<file path="src/rtl/stopwatch_pkg.sv">
`default_nettype none
// ============================================================================
// Module      : stopwatch_pkg
// Description : Shared types and constants for the stopwatch core: the
//               control state encoding, the BCD digit type and the digit
//               wrap limits for the seconds / minutes-ones positions.
// Revision    : 1.0 - initial release
// ============================================================================
package stopwatch_pkg;

   typedef enum logic [1:0] {
      IDLE  = 2'd0,
      RUN   = 2'd1,
      PAUSE = 2'd2,
      OVF   = 2'd3
   } state_t;

   typedef logic [3:0] bcd_t;

   localparam bcd_t SEC_ONES_MAX = 4'd9;
   localparam bcd_t SEC_TENS_MAX = 4'd5;
   localparam bcd_t MIN_ONES_MAX = 4'd9;

endpackage : stopwatch_pkg
`default_nettype wire

</file>
<file path="src/rtl/tick_edge_sync.sv">
`default_nettype none
// ============================================================================
// Module      : tick_edge_sync
// Description : Brings an asynchronous slow level into the clk_in domain
//               through SYNC_STAGES flops, then emits a one-cycle pulse on
//               each rising edge of the synchronised level.
// Ports       : clk_in - sampling clock
//               rst    - asynchronous active-high reset
//               level  - asynchronous input level
//               pulse  - one clk_in cycle high per rising edge of level
// Revision    : 1.0 - initial release
// ============================================================================
module tick_edge_sync #(
   parameter int SYNC_STAGES = 2
) (
   input  logic clk_in,
   input  logic rst,
   input  logic level,
   output logic pulse
);

   logic [SYNC_STAGES-1:0] r_sync;
   logic                   r_hist;

   always_ff @(posedge clk_in or posedge rst) begin
      if (rst) begin
         r_sync <= '0;
         r_hist <= 1'b0;
      end else begin
         r_sync <= {r_sync[SYNC_STAGES-2:0], level};
         r_hist <= r_sync[SYNC_STAGES-1];
      end
   end

   // Pulse is valid in the cycle after the last sync flop goes high, so the
   // consumer acts on the (SYNC_STAGES+1)th edge after the first high sample.
   assign pulse = r_sync[SYNC_STAGES-1] & ~r_hist;

endmodule : tick_edge_sync
`default_nettype wire

</file>
<file path="src/rtl/stopwatch_core.sv">
`default_nettype none
// ============================================================================
// Module      : stopwatch_core
// Description : Start/pause/clear stopwatch with a BCD MM:SS count. The
//               divided slow clock arrives as a data level on tick_in; each
//               synchronised rising edge is one count tick.
// Ports       : clk_in          - board clock, the only clock
//               rst             - asynchronous active-high reset
//               tick_in         - divided clock level (asynchronous)
//               btn_start_stop  - debounced start/pause level
//               btn_clear       - debounced clear level
//               btn_lap         - debounced lap level (STOPWATCH_LAP_EN only)
//               sec_ones..min_tens - BCD display digits
//               running         - high in RUN
//               overflow        - high in OVF
//               lap_active      - lap freeze shown (STOPWATCH_LAP_EN only)
// Options     : STOPWATCH_LAP_EN - adds the lap-freeze display feature
// Revision    : 1.0 - initial release
// ============================================================================
module stopwatch_core
   import stopwatch_pkg::*;
#(
   parameter int SYNC_STAGES  = 2,
   parameter int MAX_MIN_TENS = 5
) (
   input  logic       clk_in,
   input  logic       rst,
   input  logic       tick_in,
   input  logic       btn_start_stop,
   input  logic       btn_clear,
`ifdef STOPWATCH_LAP_EN
   input  logic       btn_lap,
   output logic       lap_active,
`endif
   output logic [3:0] sec_ones,
   output logic [3:0] sec_tens,
   output logic [3:0] min_ones,
   output logic [3:0] min_tens,
   output logic       running,
   output logic       overflow
);

   localparam bcd_t c_min_tens_max = bcd_t'(MAX_MIN_TENS);

   state_t r_state;
   state_t w_state_next;

   bcd_t r_sec_ones, r_sec_tens, r_min_ones, r_min_tens;

   logic w_tick;
   logic r_start_prev, r_clear_prev;
   logic w_start_press, w_clear_press;
   logic w_at_max;
   logic w_ovf_entry;
   logic w_inc;
   logic w_clear_digits;

   // ------------------------------------------------------------------------
   // Tick synchroniser / edge detector
   // ------------------------------------------------------------------------
   tick_edge_sync #(
      .SYNC_STAGES (SYNC_STAGES)
   ) u_tick_sync (
      .clk_in (clk_in),
      .rst    (rst),
      .level  (tick_in),
      .pulse  (w_tick)
   );

   // ------------------------------------------------------------------------
   // Button press detection: one press per low-to-high transition
   // ------------------------------------------------------------------------
   always_ff @(posedge clk_in or posedge rst) begin
      if (rst) begin
         r_start_prev <= 1'b0;
         r_clear_prev <= 1'b0;
      end else begin
         r_start_prev <= btn_start_stop;
         r_clear_prev <= btn_clear;
      end
   end

   assign w_start_press = btn_start_stop & ~r_start_prev;
   assign w_clear_press = btn_clear & ~r_clear_prev;

   assign w_at_max = (r_min_tens == c_min_tens_max) &&
                     (r_min_ones == MIN_ONES_MAX)   &&
                     (r_sec_tens == SEC_TENS_MAX)   &&
                     (r_sec_ones == SEC_ONES_MAX);

   // The final carry goes to OVF instead of wrapping the count.
   assign w_ovf_entry = (r_state == RUN) && w_tick && w_at_max;

   // ------------------------------------------------------------------------
   // Control FSM
   // ------------------------------------------------------------------------
   always_ff @(posedge clk_in or posedge rst) begin
      if (rst) begin
         r_state <= IDLE;
      end else begin
         r_state <= w_state_next;
      end
   end

   always_comb begin
      w_state_next   = r_state;
      w_inc          = 1'b0;
      w_clear_digits = 1'b0;
      case (r_state)
         IDLE: begin
            if (w_clear_press) begin
               w_clear_digits = 1'b1;
            end else if (w_start_press) begin
               w_state_next = RUN;
            end
         end
         RUN: begin
            // Clear is ignored while running; start takes priority.
            if (w_ovf_entry) begin
               w_state_next = OVF;
            end else begin
               w_inc = w_tick;
               if (w_start_press) begin
                  w_state_next = PAUSE;
               end
            end
         end
         PAUSE: begin
            if (w_clear_press) begin
               w_state_next   = IDLE;
               w_clear_digits = 1'b1;
            end else if (w_start_press) begin
               w_state_next = RUN;
            end
         end
         OVF: begin
            if (w_clear_press) begin
               w_state_next   = IDLE;
               w_clear_digits = 1'b1;
            end
         end
         default: begin
            w_state_next = IDLE;
         end
      endcase
   end

   // ------------------------------------------------------------------------
   // BCD count with ripple carry; w_inc is never set at full scale
   // ------------------------------------------------------------------------
   always_ff @(posedge clk_in or posedge rst) begin
      if (rst) begin
         r_sec_ones <= '0;
         r_sec_tens <= '0;
         r_min_ones <= '0;
         r_min_tens <= '0;
      end else if (w_clear_digits) begin
         r_sec_ones <= '0;
         r_sec_tens <= '0;
         r_min_ones <= '0;
         r_min_tens <= '0;
      end else if (w_inc) begin
         if (r_sec_ones == SEC_ONES_MAX) begin
            r_sec_ones <= '0;
            if (r_sec_tens == SEC_TENS_MAX) begin
               r_sec_tens <= '0;
               if (r_min_ones == MIN_ONES_MAX) begin
                  r_min_ones <= '0;
                  r_min_tens <= r_min_tens + 4'd1;
               end else begin
                  r_min_ones <= r_min_ones + 4'd1;
               end
            end else begin
               r_sec_tens <= r_sec_tens + 4'd1;
            end
         end else begin
            r_sec_ones <= r_sec_ones + 4'd1;
         end
      end
   end

   assign running  = (r_state == RUN);
   assign overflow = (r_state == OVF);

`ifdef STOPWATCH_LAP_EN
   // ------------------------------------------------------------------------
   // Lap freeze: snapshot of the live digits shown while the count runs on
   // ------------------------------------------------------------------------
   logic r_lap_prev;
   logic r_lap_active;
   logic w_lap_press;
   bcd_t r_lap_sec_ones, r_lap_sec_tens, r_lap_min_ones, r_lap_min_tens;

   assign w_lap_press = btn_lap & ~r_lap_prev;

   always_ff @(posedge clk_in or posedge rst) begin
      if (rst) begin
         r_lap_prev     <= 1'b0;
         r_lap_active   <= 1'b0;
         r_lap_sec_ones <= '0;
         r_lap_sec_tens <= '0;
         r_lap_min_ones <= '0;
         r_lap_min_tens <= '0;
      end else begin
         r_lap_prev <= btn_lap;
         if (w_ovf_entry || w_clear_digits) begin
            r_lap_active <= 1'b0;
         end else if ((r_state == RUN) && w_lap_press) begin
            if (r_lap_active) begin
               r_lap_active <= 1'b0;
            end else begin
               r_lap_active   <= 1'b1;
               r_lap_sec_ones <= r_sec_ones;
               r_lap_sec_tens <= r_sec_tens;
               r_lap_min_ones <= r_min_ones;
               r_lap_min_tens <= r_min_tens;
            end
         end
      end
   end

   assign lap_active = r_lap_active;
   assign sec_ones   = r_lap_active ? r_lap_sec_ones : r_sec_ones;
   assign sec_tens   = r_lap_active ? r_lap_sec_tens : r_sec_tens;
   assign min_ones   = r_lap_active ? r_lap_min_ones : r_min_ones;
   assign min_tens   = r_lap_active ? r_lap_min_tens : r_min_tens;
`else
   assign sec_ones = r_sec_ones;
   assign sec_tens = r_sec_tens;
   assign min_ones = r_min_ones;
   assign min_tens = r_min_tens;
`endif

endmodule : stopwatch_core
`default_nettype wire

</file>
<file path="config.mk">
export PLATFORM = sky130hd
export DESIGN_NAME = stopwatch_core
export DESIGN_NICKNAME = d
export VERILOG_FILES = /design/src/rtl/stopwatch_pkg.sv /design/src/rtl/tick_edge_sync.sv /design/src/rtl/stopwatch_core.sv
export SDC_FILE = /design/constraint.sdc
export NUM_CORES = 1
export LEC_CHECK = 0
export ABC_AREA = 1
export CAP_MARGIN = 0
export CORE_MARGIN = 8
export CORE_UTILIZATION = 56
export CTS_BUF_LIST = sky130_fd_sc_hd__clkbuf_4 sky130_fd_sc_hd__clkbuf_8 sky130_fd_sc_hd__clkbuf_16
export DETAILED_ROUTE_END_ITERATION = 12
export DONT_BUFFER_PORTS = 1
export GPL_TIMING_DRIVEN = 0
export PLACE_DENSITY = 0.74
export SLEW_MARGIN = 20
export SYNTH_ARGS = -nofsm -noshare
export SYNTH_HDL_FRONTEND = slang
export SYNTH_SLANG_ARGS = --single-unit
</file>
<file path="constraint.sdc">
create_clock -name clk_in -period 1.6 [get_ports clk_in]
set_clock_uncertainty 0.1 [all_clocks]
set_input_delay 0.32 -clock clk_in [delete_from_list [all_inputs] [get_ports clk_in]]
set_output_delay 0.32 -clock clk_in [all_outputs]
set_load 0.02 [all_outputs]
</file>
==> results_dict.tcl <==
set metrics [dict create \
    status "finished with violations" \
    violations "setup timing" \
    start_util 0.5701 \
    timing.fmax_ghz 0.5565 \
    ys_types 26 \
    cts_tree "yes" \
    yosysSeqAreaShare 0.4189 \
    crit_buf_inv 2 \
    fin_area_um2 1789 \
    cp_cell_sequence "inv_2 -> ha_4 -> nand3_4 -> nor2_4 -> nand2_2 -> nand2_4 -> nand2_4 -> buf_8 -> nand2_8 -> nand2_1 -> o21ai_1" \
    r2r-end "min_ones[2]$_DFFE_PP0P_" \
    power_uw 2782 \
    cts_buffers 3 \
    cts_sinks 23 \
    preCtsSetupSlack_ns -0.2137 \
    critPathSlowestCell "dfrtp_2" \
    hold_path_class "input port to register" \
    reg2reg_from "sec_tens[1]$_DFFE_PP0P_" \
    synth_warnings 0 \
    worstPathArrival_ns 1.94 \
    cts_root_buf "clkbuf_4" \
    route.vias.total 1123 \
    path_max_fanout 8 \
    syn_area_um2 1374 \
    p_leak_uw 0.0008009 \
    die_y_um 65.53 \
    fin_nets 190 \
    syn_to_final_growth_pct 30.24 \
    period_needed_ns 1.797 \
    io_pins 23 \
    max-vdd-ir-drop_uv 1193 \
    crit_end "min_ones[2]$_DFFE_PP0P_" \
    critical_path.max_stage_delay_ns 0.50 \
    ys_ff_latch 23 \
    grt_pass1_vias 1064 \
    startpoint "sec_tens[1]$_DFFE_PP0P_" \
    final_hold_viol_count 0 \
    clk_pin_slew_worst_paths_ns 0.13 \
    wirelength_mm 3.304 \
    fill_cells 171 \
    finalSetupViolations 18 \
    cp_common_cell "nand2_4" \
    r2r_slack_ns -0.20 \
    worst_slack_ns -0.1970 \
    powerDensity_nw_per_um2 1555 \
    vias_per_cell 5.451 \
    core_um2 2410 \
    drive_above_1_share 0.3466 \
    remaining_drc_errors 0 \
    cp_top_family "simple AND/OR/NAND/NOR gates" \
    rsz0062_at_grt "true" \
    diodes 0 \
    start_kind "register" \
    overflow 0 \
    syn_avg_cell_area_um2 8.863 \
    gp_congestion 0.8110 \
    drt-pass1-iter-count 4 \
    r2r_cells 11 \
    gr-usage-all-layers 0.1489 \
    tightest_slew_ns 0.9010 \
    crit_type "register to register" \
    syn_inst 155 \
    end_kind "register" \
    fin_util 0.7425 \
    grt_start_max_net_pins 24 \
    clk_latency_ns 0.31 \
    port_buffers 0 \
    die_w_um 65.53 \
    initialDrtViolationCount 52 \
    clock_path_buffers 2 \
    max_cap_viol_count 0 \
    grt_pass1_wl_mm 5.043 \
    crit_required_ns 1.74 \
    period_share 1.123 \
    place_hpwl_mm 1.964 \
    rows 18 \
    synth_fp_nets 168 \
    wl_per_cell_um 16.04 \
    cp.depth 11 \
    finalMaxSlewViolations 0 \
    max_slew_margin 0.3987 \
    tns_ns -2.442 \
    die_area_um2 4294 \
    antenna_found_initial 0 \
    ant_nets 0 \
    placed_area_um2 1463 \
    htreeDepth 1 \
]
==> synth_stat cells <==
cell	number	share of area
nand2_1	31	0.085
dfrtp_1	23	0.42
inv_1	21	0.057
nand3_1	15	0.055
nor2_1	9	0.025
ha_1	8	0.073
o21ai_0	7	0.025
xor2_1	7	0.045
nand4_1	5	0.023
o21ai_1	5	0.018
nand3_2	4	0.029
nand2_4	3	0.025
inv_6	2	0.013
nand2_2	2	0.0091
or2_0	2	0.0091
a31oi_1	1	0.0046
buf_12	1	0.015
buf_6	1	0.0082
nor2_2	1	0.0046
nor2_8	1	0.015
nor3_4	1	0.012
nor4_1	1	0.0046
o211ai_1	1	0.0055
o21ai_4	1	0.012
o22ai_1	1	0.0046
xnor2_1	1	0.0064
==> layer usage <==
metal	routed length, um	part of all wire	vias to the layer above	global-route usage
li1	-	-	544	-
met1	1340	0.41	547	0.1767
met2	1744	0.53	28	0.2485
met3	186	0.056	4	0.04082
met4	32	0.0097	0	0.05995
met5	0	0	-	0
==> cell families (layout without fill, tap and decap cells) <==
kind of cell | Yosys count | count (layout) | share of synthesized area
AOI/OAI and AO/OA | 16 | 16 | 0.07013
xor gates and xnor gates | 8 | 8 | 0.05100
adders and majority gates | 8 | 8 | 0.07286
buffers and inverters | 25 | 46 | 0.09290
DFF | 23 | 23 | 0.4189
and+or+nand+nor | 75 | 75 | 0.2942
==> worst min-delay path by stage <==
stage                                               start                               to  slack [ns]  cells past startpoint
final                                           btn_clear           r_state[1]$_DFFE_PP0P_        0.23                      3
after global routing                            btn_clear           r_state[1]$_DFFE_PP0P_        0.25                      3
after CTS                                       btn_clear           r_state[1]$_DFFE_PP0P_        0.22                      3
after detailed placement  u_tick_sync.r_sync[0]$_DFF_PP0_  u_tick_sync.r_sync[1]$_DFF_PP0_        0.25                      0
after global placement    u_tick_sync.r_sync[0]$_DFF_PP0_  u_tick_sync.r_sync[1]$_DFF_PP0_        0.24                      0
after floorplan                                       rst          min_ones[2]$_DFFE_PP0P_        0.22                      1
==> tightest hold or removal path, cell delays in order <==
cell and delay [ns]:
nand2_1 0.12, nand2_1 0.13, o21ai_2 0.06
==> where the power goes <==
group	leakage (uW)	internal [uW]	switching, uW
combinational	0.000503	555	648
sequential	0.000280	774	512
clock	0.0000184	114	179
total	0.000801	1440	1340
==> registers in the layout, indices dropped and copies added, names as in the netlist <==
register and cells:
r_state 2, r_start_prev 1, r_clear_prev 1, u_tick_sync.r_hist 1, min_ones 4, min_tens 4
sec_tens 4, u_tick_sync.r_sync 2, sec_ones 4
==> placed cells by master (no fill, tap or decap), types with 5 or more instances in the layout <==
| cell type | count |
|---|---|
| xor2_1 | 7 |
| nor2_1 | 7 |
| dfrtp_2 | 9 |
| nand2_1 | 28 |
| nand3_1 | 12 |
| buf_4 | 9 |
| nand4_1 | 5 |
| o21ai_0 | 5 |
| dfrtp_1 | 14 |
| o21ai_1 | 6 |
| inv_1 | 17 |
==> repair_timing <==
| item | CTS | global route |
|---|---|---|
| hold endpoints to repair | 5 | 0 |
| buffers inserted | 8 | 4 |
| resized for setup | 20 | 7 |
| gates cloned | 1 | 0 |
| pin swaps | 5 | 3 |
| hold buffers | 4 | 0 |
| setup endpoints to repair | 17 | 18 |
==> through the flow <==
step                      hold WS [ns]  cells
after global routing            0.2474    206
after detailed placement        0.2465    185
final                           0.2333    206
after global placement          0.2416    185
after CTS                       0.2212    202
after floorplan                 0.2214    155
==> final cells by class <==
type | instances | area (um^2) | share of cell area
clock buffer | 4 | 30.03 | 0.01678
sequential | 23 | 586.8 | 0.3280
timing repair buffer | 17 | 186.4 | 0.1042
multi-input combinational | 107 | 817.0 | 0.4566
buffer | 2 | 35.03 | 0.01958
tap | 30 | 37.54 | 0.02098
inverter | 23 | 96.34 | 0.05385
Power figures use the tool's default switching activity.
